### src/rtl/tile_raster_walker.sv
// Walks one 32x32 tile in raster order. Three edge planes are stepped incrementally
// for coverage and the invW plane is interpolated for depth, all feeding the z-buffer.
module tile_raster_walker #(
    parameter int EW = 32
) (
    input  logic                 clock,
    input  logic                 reset,
    input  logic                 start,
    input  logic [5:0]           tile_x,
    input  logic [5:0]           tile_y,
    input  logic signed [EW-1:0] e0_a,
    input  logic signed [EW-1:0] e0_b,
    input  logic signed [EW-1:0] e0_c,
    input  logic signed [EW-1:0] e1_a,
    input  logic signed [EW-1:0] e1_b,
    input  logic signed [EW-1:0] e1_c,
    input  logic signed [EW-1:0] e2_a,
    input  logic signed [EW-1:0] e2_b,
    input  logic signed [EW-1:0] e2_c,
    input  logic signed [EW-1:0] invw_a,
    input  logic signed [EW-1:0] invw_b,
    input  logic signed [EW-1:0] invw_c,
    input  logic                 stall,
    output logic                 busy,
    output logic                 done,
    output logic                 pix_valid,
    output logic [9:0]           z_buff_addr,
    output logic [EW-1:0]        z_in,
    output logic                 inTriangle
);
    // Planes 0..2 are the triangle edges, plane 3 is invW.
    localparam int NP = 4;

    typedef enum logic [1:0] {ST_IDLE, ST_SETUP, ST_WALK, ST_DONE} state_t;

    state_t state_q, state_d;

    logic signed [EW-1:0] a_in   [NP];
    logic signed [EW-1:0] b_in   [NP];
    logic signed [EW-1:0] c_in   [NP];
    logic signed [EW-1:0] a_q    [NP];
    logic signed [EW-1:0] b_q    [NP];
    logic signed [EW-1:0] c_q    [NP];
    logic signed [EW-1:0] origin [NP];
    logic signed [EW-1:0] row_q  [NP];
    logic signed [EW-1:0] row_d  [NP];
    logic signed [EW-1:0] pix_q  [NP];
    logic signed [EW-1:0] pix_d  [NP];

    logic [5:0]           tx_q, ty_q;
    logic signed [EW-1:0] ox, oy;
    logic [4:0]           x_q, y_q, x_d, y_d;
    logic                 busy_d, done_d, valid_d, cov_d;
    logic                 accept;

    assign accept = (state_q == ST_IDLE) && start;

    always_comb begin
        a_in[0] = e0_a;   b_in[0] = e0_b;   c_in[0] = e0_c;
        a_in[1] = e1_a;   b_in[1] = e1_b;   c_in[1] = e1_c;
        a_in[2] = e2_a;   b_in[2] = e2_b;   c_in[2] = e2_c;
        a_in[3] = invw_a; b_in[3] = invw_b; c_in[3] = invw_c;
    end

    // NOTE: the coefficient latches are deliberately not reset; they are always
    // rewritten by an accepted start before anything reads them.
    always_ff @(posedge clock) begin
        if (accept) begin
            tx_q <= tile_x;
            ty_q <= tile_y;
            for (int i = 0; i < NP; i++) begin
                a_q[i] <= a_in[i];
                b_q[i] <= b_in[i];
                c_q[i] <= c_in[i];
            end
        end
    end

    // Tile origin in screen pixels; products wrap to EW bits.
    assign ox = {{(EW-11){1'b0}}, tx_q, 5'd0};
    assign oy = {{(EW-11){1'b0}}, ty_q, 5'd0};

    always_comb begin
        for (int i = 0; i < NP; i++) begin
            origin[i] = a_q[i] * ox + b_q[i] * oy + c_q[i];
        end
    end

    always_ff @(posedge clock) begin
        if (reset) begin
            state_q <= ST_IDLE;
        end else begin
            state_q <= state_d;
        end
    end

    // NOTE: every value written here gets a default first so no latch is inferred;
    // combinational logic uses blocking '=', the registers below use '<='.
    always_comb begin
        state_d = state_q;
        busy_d  = busy;
        done_d  = 1'b0;
        valid_d = pix_valid;
        x_d     = x_q;
        y_d     = y_q;
        for (int i = 0; i < NP; i++) begin
            row_d[i] = row_q[i];
            pix_d[i] = pix_q[i];
        end

        case (state_q)
            ST_IDLE: begin
                if (start) begin
                    state_d = ST_SETUP;
                    busy_d  = 1'b1;
                end
            end
            ST_SETUP: begin
                for (int i = 0; i < NP; i++) begin
                    row_d[i] = origin[i];
                    pix_d[i] = origin[i];
                end
                x_d     = 5'd0;
                y_d     = 5'd0;
                valid_d = 1'b1;
                state_d = ST_WALK;
            end
            ST_WALK: begin
                if (!stall) begin
                    if (x_q != 5'd31) begin
                        for (int i = 0; i < NP; i++) begin
                            pix_d[i] = pix_q[i] + a_q[i];
                        end
                        x_d = x_q + 5'd1;
                    end else if (y_q != 5'd31) begin
                        // Row wrap: step the row value and restart the pixel stepper from it.
                        for (int i = 0; i < NP; i++) begin
                            row_d[i] = row_q[i] + b_q[i];
                            pix_d[i] = row_q[i] + b_q[i];
                        end
                        x_d = 5'd0;
                        y_d = y_q + 5'd1;
                    end else begin
                        valid_d = 1'b0;
                        done_d  = 1'b1;
                        state_d = ST_DONE;
                    end
                end
            end
            ST_DONE: begin
                busy_d  = 1'b0;
                state_d = ST_IDLE;
            end
            default: state_d = ST_IDLE;
        endcase

        // Coverage is registered from next-cycle values so inTriangle is a flop output.
        cov_d = valid_d && !pix_d[0][EW-1] && !pix_d[1][EW-1] && !pix_d[2][EW-1];
    end

    always_ff @(posedge clock) begin
        if (reset) begin
            busy       <= 1'b0;
            done       <= 1'b0;
            pix_valid  <= 1'b0;
            inTriangle <= 1'b0;
            x_q        <= 5'd0;
            y_q        <= 5'd0;
            for (int i = 0; i < NP; i++) begin
                row_q[i] <= '0;
                pix_q[i] <= '0;
            end
        end else begin
            busy       <= busy_d;
            done       <= done_d;
            pix_valid  <= valid_d;
            inTriangle <= cov_d;
            x_q        <= x_d;
            y_q        <= y_d;
            for (int i = 0; i < NP; i++) begin
                row_q[i] <= row_d[i];
                pix_q[i] <= pix_d[i];
            end
        end
    end

    assign z_buff_addr = {y_q, x_q};
    assign z_in        = pix_q[NP-1];

endmodule

### config.mk
export PLATFORM = sky130hd
export DESIGN_NAME = tile_raster_walker
export DESIGN_NICKNAME = d
export VERILOG_FILES = /design/src/rtl/tile_raster_walker.sv
export SDC_FILE = /design/constraint.sdc
export NUM_CORES = 2
export LEC_CHECK = 0
export BUFFER_PORTS_ARGS = -buffer_cell sky130_fd_sc_hd__buf_2
export CORE_ASPECT_RATIO = 2
export CORE_MARGIN = 4
export CORE_UTILIZATION = 50
export CTS_CLUSTER_SIZE = 14
export DETAILED_ROUTE_END_ITERATION = 12
export GPL_TIMING_DRIVEN = 1
export PLACE_DENSITY = 0.7
export SYNTH_ARGS = -nofsm -noshare
export SYNTH_HDL_FRONTEND = slang
export SYNTH_SLANG_ARGS = --single-unit
### constraint.sdc
create_clock -name clock -period 10.85 [get_ports clock]
set_input_delay 1.6275 -clock clock [delete_from_list [all_inputs] [get_ports clock]]
set_output_delay 1.6275 -clock clock [all_outputs]
set_load 0.005 [all_outputs]
==> results_dict.tcl <==
set metrics [dict create \
    path_common_cell "fa_1" \
    mostFrequentLayoutCell "inv_1" \
    finalWeightedCongestion 0.984 \
    fin_ws_ns 1.40 \
    ctsHoldBuffers 0 \
    synth-seq-cells 668 \
    path_class "reg -> reg" \
    synthCells 8422 \
    synth.top_cell.area_share_pct 20.9 \
    placementRows 204 \
    dp_hpwl_um 210000 \
    maxCapViolCount 0 \
    nNetsFinal 10700 \
    vias 64600 \
    async_flop_share_pct 0 \
    cp_max_fo 31 \
    seq_area_um2 17300 \
    path_buf_inv 5 \
    maxSlewViolCount 0 \
    dp_slack_ns 1.52 \
    end_kind "flop" \
    clock_path_buffers 3 \
    hold_path_class "reg -> reg" \
    synth_top_area_cell "fa_1" \
    io_pins 446 \
    wire_per_inst_um 24.7 \
    die_h_um 566 \
    skew_ns 0.0433 \
    synth-main-ff-cell "edfxtp_1" \
    cp.arrival_ns 10.00 \
    io_buffers 445 \
    synth.distinct_cells 91 \
    synth_edf_count 396 \
    floorplan.initialDensity_pct 50.3 \
    r2r_start "tx_q[2]$_DFFE_PP_" \
    cts_made_buffers 73 \
    first_pass_iters 6 \
    max_stage_delay_ns 1.12 \
    path_clk_slew_ns 0.07 \
    grt-ovfl-total 0 \
    reg2reg_depth 31 \
    layout_common_cells "inv_1 (1,016), and2_1 (895), fa_1 (812)" \
    drive_gt1_share_pct 8.20 \
    startpoint_type "flop" \
    die_w_um 287 \
    rrSetupSlack_ns 1.40 \
    cts_resized 0 \
    drc 0 \
    worst_r2r_endpoint "pix_q[0][125]$_SDFFE_PP0P_" \
    rsz0062_at_grt "no" \
    core_area_um2 155000 \
    insertion_delay_ns 0.73 \
    htreeDepth 3 \
    netlist_area_um2 77900 \
    cts.sinks 668 \
    critPathTopFamily "adder cells" \
    period_share_pct 87.1 \
    antenna_found_initial 20 \
    max_freq_mhz 106 \
    cts_root_buf "clkbuf_16" \
    nFillCells 14100 \
    holdWs_ns 0.460 \
    min_period_ns 9.45 \
    setup_viol 0 \
    status "completed" \
    cp-endpoint "pix_q[0][125]$_SDFFE_PP0P_" \
    cts_tree "built" \
    synth_fp_nets 10400 \
    wirelength_um 268000 \
    synthToLayoutAreaGrowth_pct 8.85 \
    postCtsSetupRepairBufs 0 \
    multi_input_area_um2 55500 \
    die_area_um2 162000 \
    grt_start_max_net_pins 157 \
    slew_headroom_pct 14.1 \
    grt_pass1_vias 69000 \
    final_hold_viol_count 0 \
    yosysSeqAreaShare_pct 22.3 \
    grt_pass1_wl_um 403000 \
    startpoint "tx_q[2]$_DFFE_PP_" \
    tightest_slew_ns 1.28 \
    timing.critical_path.slowest_stage_cell "edfxtp_1" \
    crit_required_ns 11.40 \
    final.setup.tns_ns 0 \
    cp.depth 31 \
    drt_iter0_markers 4424 \
    ant_nets 0 \
    synth_area_leaders "fa_1 (21%), edfxtp_1 (15%), ha_1 (13%), and2_1 (7.2%), dfxtp_1 (7.0%)" \
    syn_area_per_cell_um2 9.24 \
    grt_usage_pct 32.7 \
    drt-vias-per-instance 5.96 \
    synth-warning-count 0 \
]
## synth_stat cells, drive strengths merged, types with 17 or more instances
| cell | count |
|---|---|
| o21ai | 313 |
| nand4 | 23 |
| nor2b | 58 |
| a221oi | 43 |
| and3 | 62 |
| a222oi | 69 |
| a211oi | 35 |
| and2 | 897 |
| nor3 | 84 |
| nand2b | 74 |
| or3 | 43 |
| or2 | 17 |
| o22ai | 21 |
| xor2 | 208 |
| o21bai | 54 |
| edfxtp | 396 |
| nand3 | 82 |
| buf | 54 |
| ha | 780 |
| a21oi | 520 |
| nand2 | 638 |
| a21o | 204 |
| mux2i | 21 |
| fa | 812 |
| clkbuf | 252 |
| a31oi | 43 |
| a22oi | 127 |
| dfxtp | 272 |
| o21a | 81 |
| inv | 1016 |
| xnor2 | 346 |
| o211ai | 23 |
| nor2 | 491 |
| o31ai | 26 |
## sequential cells by signal (all words and copies together) (netlist names)
name	count
c_q	128
x_q	5
done	1
state_q	2
y_q	5
pix_valid	1
ty_q	6
pix_q	128
a_q	128
row_q	128
inTriangle	1
tx_q	6
busy	1
b_q	128
## worst min-delay path: cells and delay by family (launching register included)
family,cells,cell delay [ns]
AO/OA/AOI/OAI,1,0.05
flip-flops,1,0.31
AND/OR/NAND/NOR,1,0.05
## worst min path at each step
stage,startpoint,endpoint,cells after the start,slack [ns]
final,row_q[1][26]$_SDFFE_PP0P_,row_q[1][26]$_SDFFE_PP0P_,2,0.46
after detailed placement,row_q[0][24]$_SDFFE_PP0P_,row_q[0][24]$_SDFFE_PP0P_,2,0.45
after global placement,row_q[1][21]$_SDFFE_PP0P_,row_q[1][21]$_SDFFE_PP0P_,2,0.44
after CTS,row_q[0][24]$_SDFFE_PP0P_,row_q[0][24]$_SDFFE_PP0P_,2,0.46
after floorplan,pix_q[0][51]$_SDFFE_PP0P_,pix_q[0][51]$_SDFFE_PP0P_,2,0.43
after global routing,row_q[1][26]$_SDFFE_PP0P_,row_q[1][26]$_SDFFE_PP0P_,2,0.48
## layer usage
layer	wire length, um	global-route usage, %
met1	90300	33.8
met2	133000	56.9
met3	15700	5.03
met4	28800	28.9
met5	9	0
## through the flow
stage	util (%)	instances	instance area [um2]
after floorplan	-	8422	77900
after global placement	53.1	10700	82100
after detailed placement	53.1	10700	82100
after CTS	54.8	10800	84700
after global routing	54.8	10800	84700
final	54.8	10800	84700
## layout make-up
cell class                      instances  share of cell area (%)
Antenna cell                           14                  0.0413
Clock buffer                           80                    2.22
Clock inverter                         51                   0.806
Inverter                             1017                    4.50
Multi-Input combinational cell       6431                    65.5
Sequential cell                       668                    20.5
Tap cell                             2060                    3.04
Timing Repair Buffer                  522                    3.39
## cells by family after synthesis
| group | after synthesis | synth area share (%) |
|---|---|---|
| and+or+nand+nor | 2530 | 16.6 |
| muxes | 24 | 0.313 |
| xor gates and xnor gates | 556 | 6.29 |
| adders and majority gates | 1592 | 33.4 |
| buffers and inverters | 1323 | 6.54 |
| AOI/OAI and AO/OA | 1729 | 14.6 |
| DFF | 668 | 22.3 |
Power is not shown: default switching activity piles up to over one toggle a cycle in this logic, so the estimate is an artifact.
